**config.mk**
```make
export PLATFORM = sky130hd
export DESIGN_NAME = branch_predict_unit_flat
export DESIGN_NICKNAME = d
export VERILOG_FILES = /design/src/rtl/branch_predict_unit_if.sv /design/src/rtl/branch_predict_unit.sv /design/src/flat_wrapper.sv
export SDC_FILE = /design/constraint.sdc
export NUM_CORES = 1
export LEC_CHECK = 0
export BUFFER_PORTS_ARGS = -buffer_cell sky130_fd_sc_hd__buf_2
export CAP_MARGIN = 20
export CORE_MARGIN = 3
export CORE_UTILIZATION = 40
export CTS_CLUSTER_SIZE = 30
export DETAILED_ROUTE_END_ITERATION = 10
export GPL_TIMING_DRIVEN = 1
export REMOVE_ABC_BUFFERS = 1
export SLEW_MARGIN = 40
export SYNTH_ARGS = -nofsm -noshare
export SYNTH_HDL_FRONTEND = slang
export SYNTH_SLANG_ARGS = --single-unit
```
**constraint.sdc**
```tcl
create_clock -name clk -period 3.3 [get_ports clk]
set_clock_uncertainty 0.1 [all_clocks]
set_input_delay 0.495 -clock clk [delete_from_list [all_inputs] [get_ports clk]]
set_output_delay 0.495 -clock clk [all_outputs]
set_load 0.05 [all_outputs]
```
**src/rtl/branch_predict_unit_if.sv**
```systemverilog
// Purpose : bundles the fetch-lookup and execute-resolve signals of the branch predictor.
// Latency : n/a (wires only).
// Backpres: none; all signals are single-cycle qualified by ex_valid.
// Ports   : if_pc/if_pred_taken (fetch lookup), ex_* (execute resolve inputs),
//           jump/mispredict/flush (registered resolve results),
//           stat_branches/stat_mispredicts only when BPU_STATS_EN is defined.
// Modports: master = pipeline side, slave = predictor side.
interface branch_predict_unit_if #(
  parameter int XLEN = 32
);
  logic [XLEN-1:0] if_pc;
  logic            if_pred_taken;
  logic            ex_valid;
  logic [XLEN-1:0] ex_pc;
  logic [XLEN-1:0] ex_instr;
  logic            ex_br_eq;
  logic            ex_br_lt;
  logic            ex_pred_taken;
  logic            jump;
  logic            mispredict;
  logic            flush;
`ifdef BPU_STATS_EN
  logic [31:0]     stat_branches;
  logic [31:0]     stat_mispredicts;

  modport master (
    output if_pc, ex_valid, ex_pc, ex_instr, ex_br_eq, ex_br_lt, ex_pred_taken,
    input  if_pred_taken, jump, mispredict, flush, stat_branches, stat_mispredicts
  );
  modport slave (
    input  if_pc, ex_valid, ex_pc, ex_instr, ex_br_eq, ex_br_lt, ex_pred_taken,
    output if_pred_taken, jump, mispredict, flush, stat_branches, stat_mispredicts
  );
`else
  modport master (
    output if_pc, ex_valid, ex_pc, ex_instr, ex_br_eq, ex_br_lt, ex_pred_taken,
    input  if_pred_taken, jump, mispredict, flush
  );
  modport slave (
    input  if_pc, ex_valid, ex_pc, ex_instr, ex_br_eq, ex_br_lt, ex_pred_taken,
    output if_pred_taken, jump, mispredict, flush
  );
`endif
endinterface

```
**src/rtl/branch_predict_unit.sv**
```systemverilog
// Purpose : 2-bit saturating-counter BHT predictor with RV32I branch/jump resolve.
// Latency : lookup combinational; jump/mispredict/flush one cycle after ex_valid.
// Backpres: none; every ex_valid cycle is resolved and trained unconditionally.
// Ports   : clk, rst (sync, active-high), bus (branch_predict_unit_if.slave).
// Options : define BPU_STATS_EN to add saturating branch/mispredict counters.
module branch_predict_unit #(
  parameter int XLEN      = 32,
  parameter int BHT_DEPTH = 64,
  parameter int IDX_W     = $clog2(BHT_DEPTH)
) (
  input  logic                  clk,
  input  logic                  rst,
  branch_predict_unit_if.slave  bus
);

  localparam logic [4:0] OP_BRANCH = 5'b11000;
  localparam logic [4:0] OP_JALR   = 5'b11001;
  localparam logic [4:0] OP_JAL    = 5'b11011;

  logic [XLEN-1:0]  if_pc;
  logic [XLEN-1:0]  ex_pc;
  logic [XLEN-1:0]  ex_instr;
  logic [4:0]       opcode;
  logic [2:0]       funct3;
  logic [IDX_W-1:0] if_idx;
  logic [IDX_W-1:0] ex_idx;

  logic [1:0]       bht [BHT_DEPTH];
  logic [1:0]       ex_cnt;

  logic             taken;
  logic             is_cond;
  logic             misp_now;

  logic             jump_q;
  logic             misp_q;

  assign if_pc    = bus.if_pc;
  assign ex_pc    = bus.ex_pc;
  assign ex_instr = bus.ex_instr;
  assign opcode   = ex_instr[6:2];
  assign funct3   = ex_instr[14:12];

  // Word-aligned PCs: drop the two byte-offset bits, high bits alias freely.
  assign if_idx = if_pc[IDX_W+1:2];
  assign ex_idx = ex_pc[IDX_W+1:2];

  // Bits of the PC/instruction the predictor intentionally ignores.
  logic unused_bits;
  assign unused_bits = ^{if_pc[XLEN-1:IDX_W+2], if_pc[1:0],
                         ex_pc[XLEN-1:IDX_W+2], ex_pc[1:0],
                         ex_instr[XLEN-1:15], ex_instr[11:7], ex_instr[1:0]};

  // Reads the stored value, so a same-cycle update is only seen next cycle.
  assign bus.if_pred_taken = bht[if_idx][1];
  assign ex_cnt            = bht[ex_idx];

  always_comb begin
    taken   = 1'b0;
    is_cond = 1'b0;
    case (opcode)
      OP_BRANCH: begin
        case (funct3)
          3'b000: begin is_cond = 1'b1; taken =  bus.ex_br_eq; end
          3'b001: begin is_cond = 1'b1; taken = !bus.ex_br_eq; end
          3'b100,
          3'b110: begin is_cond = 1'b1; taken =  bus.ex_br_lt; end
          3'b101,
          3'b111: begin is_cond = 1'b1; taken = !bus.ex_br_lt; end
          default: ;  // 010/011 are not branches: not taken, never train
        endcase
      end
      OP_JAL, OP_JALR: taken = 1'b1;
      default: ;      // everything else resolves not-taken
    endcase
  end

  assign misp_now = taken != bus.ex_pred_taken;

  always_ff @(posedge clk) begin
    if (rst) begin
      for (int i = 0; i < BHT_DEPTH; i++) begin
        bht[i] <= 2'b01;
      end
      jump_q <= 1'b0;
      misp_q <= 1'b0;
    end else begin
      jump_q <= bus.ex_valid & taken;
      misp_q <= bus.ex_valid & misp_now;
      if (bus.ex_valid && is_cond) begin
        if (taken && ex_cnt != 2'b11) begin
          bht[ex_idx] <= ex_cnt + 2'd1;
        end else if (!taken && ex_cnt != 2'b00) begin
          bht[ex_idx] <= ex_cnt - 2'd1;
        end
      end
    end
  end

  assign bus.jump       = jump_q;
  assign bus.mispredict = misp_q;
  assign bus.flush      = misp_q;

`ifdef BPU_STATS_EN
  logic [31:0] stat_br_q;
  logic [31:0] stat_misp_q;

  always_ff @(posedge clk) begin
    if (rst) begin
      stat_br_q   <= '0;
      stat_misp_q <= '0;
    end else if (bus.ex_valid) begin
      if (is_cond && stat_br_q != 32'hFFFF_FFFF) begin
        stat_br_q <= stat_br_q + 32'd1;
      end
      if (misp_now && stat_misp_q != 32'hFFFF_FFFF) begin
        stat_misp_q <= stat_misp_q + 32'd1;
      end
    end
  end

  assign bus.stat_branches    = stat_br_q;
  assign bus.stat_mispredicts = stat_misp_q;
`endif

endmodule

```
**src/flat_wrapper.sv**
```systemverilog
// flat-port wrapper written by rule: the top's interface ports become plain ports
module branch_predict_unit_flat 
#(
  parameter int XLEN      = 32,
  parameter int BHT_DEPTH = 64,
  parameter int IDX_W     = $clog2(BHT_DEPTH)
)
  (clk, rst, bus_if_pc, bus_ex_valid, bus_ex_pc, bus_ex_instr, bus_ex_br_eq, bus_ex_br_lt, bus_ex_pred_taken, bus_if_pred_taken, bus_jump, bus_mispredict, bus_flush);
  branch_predict_unit_if #(.XLEN(XLEN)) bus_i ();
  input  logic clk;
  input  logic rst;
  input wire logic [$bits(bus_i.if_pc)-1:0] bus_if_pc;
  input wire logic [$bits(bus_i.ex_valid)-1:0] bus_ex_valid;
  input wire logic [$bits(bus_i.ex_pc)-1:0] bus_ex_pc;
  input wire logic [$bits(bus_i.ex_instr)-1:0] bus_ex_instr;
  input wire logic [$bits(bus_i.ex_br_eq)-1:0] bus_ex_br_eq;
  input wire logic [$bits(bus_i.ex_br_lt)-1:0] bus_ex_br_lt;
  input wire logic [$bits(bus_i.ex_pred_taken)-1:0] bus_ex_pred_taken;
  output wire logic [$bits(bus_i.if_pred_taken)-1:0] bus_if_pred_taken;
  output wire logic [$bits(bus_i.jump)-1:0] bus_jump;
  output wire logic [$bits(bus_i.mispredict)-1:0] bus_mispredict;
  output wire logic [$bits(bus_i.flush)-1:0] bus_flush;
  assign bus_i.if_pc = bus_if_pc;
  assign bus_i.ex_valid = bus_ex_valid;
  assign bus_i.ex_pc = bus_ex_pc;
  assign bus_i.ex_instr = bus_ex_instr;
  assign bus_i.ex_br_eq = bus_ex_br_eq;
  assign bus_i.ex_br_lt = bus_ex_br_lt;
  assign bus_i.ex_pred_taken = bus_ex_pred_taken;
  assign bus_if_pred_taken = bus_i.if_pred_taken;
  assign bus_jump = bus_i.jump;
  assign bus_mispredict = bus_i.mispredict;
  assign bus_flush = bus_i.flush;
  branch_predict_unit #(.XLEN(XLEN), .BHT_DEPTH(BHT_DEPTH), .IDX_W(IDX_W)) u_core (.clk(clk), .rst(rst), .bus(bus_i));
endmodule
```
==> impl_metrics.json, run 1 <==
{
  "vias": 6584,
  "mostFrequentLayoutCell": "nand2_1",
  "min_period_ps": 3210,
  "fmax_ghz": 0.312,
  "synth_edf_count": 128,
  "wire_per_inst_um": 24.5,
  "power_density_nw_per_um2": 463,
  "clk_latency_ps": 420,
  "maxSlewViolCount": 0,
  "grt_use_met2_pct": 36.2,
  "area_delta_synth_final_pct": 19.7,
  "finalSetupViolCount": 0,
  "drive_gt1_share_pct": 29.0,
  "ys_seq_elements": 130,
  "ys_warn_count": 0,
  "grt_pass1_vias": 6443,
  "grt_most_used_layer": "met2",
  "grt_pass1_wl_mm": 38.1,
  "via_per_inst": 6.45,
  "drt-total-wl_mm": 25.0,
  "ys_top_cells_by_area": "edfxtp_1, mux4_2, a41o_1, nand2_1, a31oi_1",
  "synth.distinct_cells": 59,
  "track_usage_pct": 23.0,
  "htree_num_levels": 4,
  "layout.nets": 845,
  "fp-row-count": 51,
  "startpoint_type": "input port",
  "ys_seq_area_share_pct": 48.5,
  "grt_use_met3_pct": 7.05,
  "synth.top_cell.area_share_pct": 48.0,
  "final_cell_mix": "nand2_1, edfxtp_1, buf_4, a31oi_1, a41o_1",
  "worstMarginPinSlew_ps": 844,
  "cts-root-buf": "clkbuf_16",
  "die-area_um2": 21700,
  "clock-sinks": 130,
  "netlist_area_um2": 8000,
  "finalHoldViolCount": 0,
  "hold_class": "in2reg",
  "dr.pass1.iters": 6,
  "postCtsSetupBuffers": 0,
  "worstPathRequired_ps": 3370,
  "cts_tree": "yes",
  "gp_congestion": 0.901,
  "cts_made_buffers": 17,
  "clk_pin_slew_worst_paths_ps": 60,
  "path_class": "in2reg",
  "status": "finished, final reports clean",
  "pin_count": 106,
  "fp.dieW_um": 147,
  "ir_drop_mv": 0.277,
  "setup-tns-final_ps": 0,
  "post-route-period-util_pct": 97.2,
  "diodes": 0,
  "die_h_um": 147,
  "synth_ff_type": "edfxtp_1",
  "syn_avg_cell_area_um2": 11.7,
  "hpwl_mm": 16.6,
  "antenna_left": 0,
  "yosysTopAreaCell": "edfxtp_1",
  "met1_usage_pct": 30.5,
  "worstPathMaxFanout": 32,
  "synthCells": 686,
  "antenna_found_initial": 0,
  "overflow": 0,
  "grt_max_degree": 65,
  "coreArea_um2": 19600,
  "cp.arrival_ps": 3280,
  "slew_headroom_pct": 43.7,
  "dr.first_iter.drc_count": 892,
  "drc": 0,
  "drv_cap": 0,
  "clk_path_buf_depth": 2,
  "finalPower_mw": 4.44,
  "cellLeakagePower_nw": 3.27,
  "async_flop_share_pct": 0,
  "start_util_pct": 40.9,
  "rsz0062_at_grt": "no",
  "cp-end-kind": "flop",
  "io_buffers": 29
}
[per-layer routing]
metal	vias to the layer above	part of all wire, %
li1	2869	-
met5	-	0
met2	434	47
met1	3237	40
met3	44	11
met4	0	2.4
[flip-flops by register name, summed over array words and instances, names as in the netlist]
signal,flops
u_core.bus.jump,1
u_core.bht,128
u_core.bus.flush,1
[path summary, 6_finish.rpt]
kind                                          end                      startpoint  depth (start not counted)  slack, ps
setup / recovery  u_core.bht[32][0]$_SDFFCE_PN1P_                    bus_ex_pc[2]                         12         90
hold / removal        u_core.bus.flush$_SDFF_PP0_               bus_ex_pred_taken                          3        220
setup reg to reg  u_core.bht[32][0]$_SDFFCE_PN1P_  u_core.bht[5][1]$_SDFFCE_PN0P_                          8        280
hold reg to reg    u_core.bht[4][0]$_SDFFCE_PN1P_  u_core.bht[9][1]$_SDFFCE_PN0P_                          7       1320
[where the power goes]
group          total, mW  switching [mW]  internal, mW
combinational      0.700           0.422         0.279
clock               1.87           0.697          1.18
sequential          1.86          0.0203          1.84
[synth_stat cells (11+ instances only)]
library cell	count
a31oi_1	71
nor2_1	21
mux2i_1	12
edfxtp_1	128
nand2_1	139
a22oi_1	12
clkbuf_1	46
a41o_1	64
nand2b_1	11
mux4_2	32
buf_2	24
[metrics by stage]
step                worst slack [ps]  area [um2]  hold WS [ps]  instances  util (%)
floorplan                       -921        7500           543        594         -
global placement                -277        9000           666        989      45.9
detailed placement              -320        9000           654        989      45.9
CTS                              106        9570           216       1021      48.9
global route                    14.6        9580           226       1021      48.9
finish                          90.9        9580           225       1021      48.9
[repair_timing]
action | 4_1_cts | 5_1_grt
resized for setup | 0 | 1
endpoints found under the hold margin | 0 | 0
hold buffers | 0 | 0
endpoints found under the setup margin | 0 | 128
[cell families after synthesis]
kind of cell / synth area share (%)
xor gates and xnor gates: 0.328
and+or+nand+nor: 12.7
buffers and inverters: 6.38
DFF: 48.5
muxes: 11.1
AOI/OAI and AO/OA: 21.0
[area by class of cell]
class / instances / area (um2)
Sequential cell: 130 / 3880
Clock buffer: 20 / 437
Fill cell: 1763 / 10000
Timing Repair Buffer: 130 / 1130
Inverter: 3 / 11.3
Multi-Input combinational cell: 461 / 3650
Clock inverter: 12 / 140
Tap cell: 265 / 332
[worst max-delay path, stage by stage]
cell and delay (ps):
buf_2 210, buf_4 200, nor2b_1 580, buf_4 230, a32oi_1 50, a31oi_1 310
a2111oi_2 100, nand2_1 110, buf_4 290, nand3_2 180, buf_12 220, a41o_1 290
(Power assumes the default switching activity.)
==> run 2, diff against run 1 <==
==> constraint.sdc (replaced) <==
create_clock -name clk -period 2.9 [get_ports clk]
set_clock_uncertainty 0.1 [all_clocks]
set_input_delay 0.435 -clock clk [delete_from_list [all_inputs] [get_ports clk]]
set_output_delay 0.435 -clock clk [all_outputs]
set_load 0.05 [all_outputs]
==> run 2 against run 1 <==
  * Critical path depth decreased by 8
  * Total power increased by 18%
  * Final cell count increased by 4.4%
  * The run now ends with setup timing left
  * Critical endpoint is now bus_if_pred_taken
  * Count of clock-buffer cells in the layout unchanged
  * Largest power group unchanged
==> impl_metrics.json, run 2 (same netlist as run 1, synthesis figures left out) <==
{
  "status": "finished, violations left",
  "violations": "setup timing",
  "ir_drop_mv": 0.272,
  "dr.pass1.iters": 6,
  "switching_share_pct": 26.1,
  "htree_num_levels": 4,
  "drive_gt1_share_pct": 40.1,
  "clk_pin_slew_worst_paths_ps": 60,
  "r2r_end": "u_core.bht[28][0]$_SDFFCE_PN1P_",
  "cts_tree": "yes",
  "endpoint": "bus_if_pred_taken",
  "path_class": "reg2out",
  "path_delay_family": "multiplexers",
  "finalHoldViolCount": 0,
  "hpwl_mm": 17.2,
  "worstPathMaxFanout": 2,
  "die_h_um": 147,
  "worst_path_max_delay_cell": "mux4_2",
  "rsz0062_at_grt": "yes",
  "startpoint_type": "flop",
  "drc": 0,
  "p_comb_share_pct": 18.7,
  "crit_buf_inv": 1,
  "largest_reg_flops": 128,
  "wire_per_inst_um": 27.0,
  "regMostFlops": "u_core.bht",
  "fp-row-count": 51,
  "maxSlewViolCount": 0,
  "power_density_nw_per_um2": 498,
  "overflow": 0,
  "placed_cell_area_um2": 9050,
  "clock-sinks": 130,
  "mostFrequentLayoutCell": "edfxtp_1",
  "slew_headroom_pct": 44.4,
  "track_usage_pct": 26.0,
  "fill_cells": 1634,
  "grt_max_degree": 65,
  "finalSetupViolCount": 158,
  "cp-end-kind": "primary output",
  "fmax_ghz": 0.322,
  "pre_cts_ws_ps": -564,
  "cp.arrival_ps": 2570,
  "fp.dieW_um": 147,
  "p_int_mw": 3.87,
  "coreArea_um2": 19600,
  "drv_cap": 0,
  "power_switching_mw": 1.37,
  "worstMarginPinSlew_ps": 834,
  "regToRegSetupSlack_ps": -130,
  "critPathLaunch": "u_core.bht[50][1]$_SDFFCE_PN0P_",
  "post-route-period-util_pct": 107,
  "pin_count": 106,
  "critical_path_cell_count": 4,
  "grt_pass1_vias": 6815,
  "area_delta_synth_final_pct": 31.3,
  "cts_made_buffers": 17,
  "gp_congestion": 0.971,
  "worstPathCellList": "mux4_2 > mux4_2 > mux4_2 > buf_6",
  "cellLeakagePower_nw": 3.72,
  "whs_ps": 166,
  "rr_startpoint": "u_core.bht[6][1]$_SDFFCE_PN0P_",
  "min_period_ps": 3110,
  "seqPwrFrac_pct": 40.6,
  "cts-root-buf": "clkbuf_16",
  "hold_class": "in2reg",
  "antenna_left": 0,
  "clk_latency_ps": 430,
  "via_per_inst": 6.72,
  "final_cell_mix": "edfxtp_1, buf_4, nand2_1, a31oi_1, a41o_1",
  "die-area_um2": 21700,
  "antenna_found_initial": 0,
  "grt_pass1_wl_mm": 42.4,
  "clk_path_buf_depth": 2,
  "diodes": 0,
  "start_util_pct": 40.9,
  "layout.nets": 890,
  "clkPwrFrac_pct": 40.7,
  "final_cell_area_um2": 10500,
  "reg2regPathDepth": 11,
  "io_buffers": 29,
  "dr.first_iter.drc_count": 1285,
  "timing.final.ws_setup_ps": -208,
  "critPathMostFrequentCell": "mux4_2",
  "vias": 7168,
  "drt-total-wl_mm": 28.8,
  "max_stage_delay_ps": 530,
  "worstPathRequired_ps": 2370
}
[run 2: changes by cell type in the layout (fill, tap and decap cells not counted), moves of 3 or more]
cell,before,now
clkinv_1,0,3
clkinv_2,7,3
buf_2,29,26
nand2_1,139,83
buf_16,0,12
buf_6,0,16
buf_4,83,94
clkbuf_16,17,22
nand2_2,0,56
[run 2: cell type report]
type                            count  area [um2]  area share [%]
Timing Repair Buffer              175        1900            18.1
Clock buffer                       20         437            4.15
Tap cell                          265         332            3.15
Multi-Input combinational cell    461        3810            36.2
Inverter                            3        11.3           0.107
Sequential cell                   130        3880            36.9
Clock inverter                     12         140            1.33
[run 2: timing repair]
| action | in CTS | in global routing |
|---|---|---|
| setup buffers | 14 | 2 |
| hold buffers | 0 | 0 |
| hold endpoints to repair | 0 | 0 |
| cloned | 12 | 7 |
| pin swaps | 75 | 86 |
| setup endpoints to repair | 249 | 218 |
| gates resized for setup | 36 | 68 |
[run 2: how the worst min path moves through the flow]
stage,from,cells after the start,endpoint
finish,bus_ex_pred_taken,3,u_core.bus.flush$_SDFF_PP0_
global route,bus_ex_pred_taken,3,u_core.bus.flush$_SDFF_PP0_
CTS,bus_ex_pred_taken,3,u_core.bus.flush$_SDFF_PP0_
detailed placement,bus_ex_pred_taken,3,u_core.bus.flush$_SDFF_PP0_
global placement,bus_ex_pred_taken,3,u_core.bus.flush$_SDFF_PP0_
floorplan,bus_ex_pred_taken,2,u_core.bus.flush$_SDFF_PP0_
[run 2: per-stage QoR]
stage	power, mW	instances	utilization, %	setup TNS (ps)
after floorplan	2.51	594	-	-244740
after global placement	2.93	1001	46.2	-120260
after detailed placement	2.94	1001	46.2	-130060
after CTS	5.18	1058	52.0	-13100
after global routing	5.36	1066	53.7	-25570
final	5.23	1066	53.7	-12600
[run 2: layer usage]
metal / up-vias / global-route usage [%] / wire length, um / share of wire, %
met5: - / 0 / 0 / 0
met4: 0 / 11.2 / 1220 / 4.3
met3: 91 / 4.63 / 3160 / 11
met2: 538 / 40.7 / 13400 / 47
met1: 3575 / 35.7 / 11000 / 38
li1: 2964 / - / - / -
[run 2: worst min-delay path, delay by kind of cell]
family                 cells  cell delay [ps]
buffers and inverters      1               90
AND/OR/NAND/NOR            1               70
XOR/XNOR                   1               60
[run 2: power groups by stage]
stage	sequential [mW]	clock (mW)	combinational [mW]
6_report	2.12	2.13	0.979
5_1_grt	2.12	2.23	1.01
4_1_cts	2.12	2.14	0.922
3_5_place_dp	2.16	0	0.783
3_3_place_gp	2.16	0	0.768
2_1_floorplan	2.15	0	0.361
==> run 3, diff against run 2 <==
--- a/config.mk
+++ b/config.mk
@@ -12,6 +12,7 @@
 export CTS_CLUSTER_SIZE = 30
 export DETAILED_ROUTE_END_ITERATION = 10
 export GPL_TIMING_DRIVEN = 1
+export PLACE_DENSITY_LB_ADDON = 0.2
 export REMOVE_ABC_BUFFERS = 1
 export SLEW_MARGIN = 40
 export SYNTH_ARGS = -nofsm -noshare
==> constraint.sdc (replaced) <==
create_clock -name clk -period 3.1 [get_ports clk]
set_clock_uncertainty 0.1 [all_clocks]
set_input_delay 0.465 -clock clk [delete_from_list [all_inputs] [get_ports clk]]
set_output_delay 0.465 -clock clk [all_outputs]
set_load 0.05 [all_outputs]
==> run 3 against run 2 <==
  * The flow still finishes with violations (setup timing)
  * Register-to-register slack gained 300 ps
  * Sequential power fell by 7%
  * Setup slack better by 180 ps
  * Global-route usage is 2.0 points lower
  * Clock power decreased by 14%
==> impl_metrics.json, run 3 (same netlist as run 1, synthesis figures left out) <==
{
  "min_period_ps": 3120,
  "mostFrequentLayoutCell": "nand2_1",
  "cts-root-buf": "clkbuf_16",
  "startpoint_type": "flop",
  "area_delta_synth_final_pct": 19.1,
  "ir_drop_mv": 0.338,
  "clock-sinks": 130,
  "power_density_nw_per_um2": 478,
  "multi_input_area_um2": 3650,
  "track_usage_pct": 23.9,
  "grt_pass1_wl_mm": 39.6,
  "worstPathRequired_ps": 2530,
  "path_class": "reg2out",
  "fp-row-count": 51,
  "drt-total-wl_mm": 25.7,
  "antenna_found_initial": 0,
  "via_per_inst": 6.43,
  "drv_cap": 0,
  "rsz0062_at_grt": "yes",
  "die-area_um2": 21700,
  "clk_path_buf_depth": 2,
  "overflow": 0,
  "cts_tree": "yes",
  "timing.final.ws_setup_ps": -24.4,
  "worstMarginPinSlew_ps": 814,
  "pin_count": 106,
  "finalHoldViolCount": 0,
  "cp-end-kind": "primary output",
  "violations": "setup timing",
  "finalPower_mw": 4.56,
  "io_buffers": 29,
  "wire_per_inst_um": 25.3,
  "htree_num_levels": 4,
  "start_util_pct": 40.9,
  "hold_class": "in2reg",
  "status": "finished, violations left",
  "slew_headroom_pct": 45.7,
  "vias": 6539,
  "cellLeakagePower_nw": 3.22,
  "placed_cell_area_um2": 8960,
  "hpwl_mm": 16.8,
  "final_cell_area_um2": 9530,
  "coreArea_um2": 19600,
  "clk_latency_ps": 420,
  "placed_cells": 983,
  "maxSlewViolCount": 0,
  "cts_made_buffers": 17,
  "layout.area.seq_um2": 3880,
  "regMostFlops": "u_core.bht",
  "drc": 0,
  "die_h_um": 147,
  "finalSetupViolCount": 1,
  "dr.first_iter.drc_count": 670,
  "final_util_pct": 48.7,
  "final_cell_mix": "nand2_1, edfxtp_1, buf_4, a31oi_1, a41o_1",
  "gp_congestion": 0.928,
  "hold_buffers": 0,
  "worstPathMaxFanout": 2,
  "post-route-period-util_pct": 101,
  "stdcell_count": 1017,
  "pre_cts_ws_ps": -531,
  "fp.dieW_um": 147,
  "fmax_ghz": 0.320,
  "layout.nets": 840,
  "dr.pass1.iters": 6,
  "cp.arrival_ps": 2560,
  "clk_pin_slew_worst_paths_ps": 60,
  "grt_max_degree": 65,
  "drive_gt1_share_pct": 28.2,
  "grt_pass1_vias": 6477,
  "fill_cells": 1713,
  "largest_reg_flops": 128,
  "antenna_left": 0
}
[run 3: cell count changes in the layout (fill, tap and decap cells not counted), sizes merged]
| cell | before | now |
|---|---|---|
| clkinv | 7 | 8 |
| clkinvlp | 2 | 4 |
| diode | 0 | 1 |
| buf | 170 | 124 |
| bufinv | 3 | 1 |
| clkbuf | 25 | 20 |
[run 3: path summary, 6_finish.rpt]
check,start,end,slack [ps],depth (start not counted)
max reg2reg,u_core.bht[7][1]$_SDFFCE_PN0P_,u_core.bht[17][0]$_SDFFCE_PN1P_,170,9
max,u_core.bht[15][1]$_SDFFCE_PN0P_,bus_if_pred_taken,-20,4
min,bus_ex_pred_taken,u_core.bus.flush$_SDFF_PP0_,210,3
min reg2reg,u_core.bht[12][0]$_SDFFCE_PN1P_,u_core.bht[8][1]$_SDFFCE_PN0P_,1320,7
[run 3: layer usage]
layer	vias up	wire length [um]	GRT usage, %
met1	3309	10800	33.4
li1	2856	-	-
met5	-	0	0
met3	40	1880	3.37
met2	334	12400	38.3
met4	0	612	9.13
[run 3: layout make-up]
cell class | instances | share of cell area (%)
tap | 265 | 3.48
timing repair buffer | 125 | 11.8
inverter | 3 | 0.118
multi-input combinational | 461 | 38.3
clock inverter | 13 | 0.997
antenna | 1 | 0.0262
sequential | 130 | 40.7
clock buffer | 19 | 4.54
[run 3: per-stage QoR]
stage / setup TNS (ps) / hold WS (ps)
6_report: -24.4 / 214
5_1_grt: -53.3 / 209
4_1_cts: -31.0 / 201
3_5_place_dp: -115430 / 642
3_3_place_gp: -102190 / 620
2_1_floorplan: -201220 / 513
[run 3: repair_timing]
item	in CTS	in global routing
gates resized for setup	3	8
endpoints found under the hold margin	0	0
setup endpoints to repair	150	233
setup buffers	1	0
cloned	0	0
[run 3: power breakdown]
| group | leakage (nW) | internal (mW) | switching (mW) |
|---|---|---|---|
| registers | 1.13 | 1.96 | 0.0221 |
| logic | 1.84 | 0.289 | 0.452 |
| clock network | 0.248 | 1.08 | 0.751 |
[run 3: worst max-delay path: stages (launching register included)]
cell,delay (ps)
edfxtp_1,400
mux4_2,560
mux4_2,520
mux4_2,480
buf_6,170
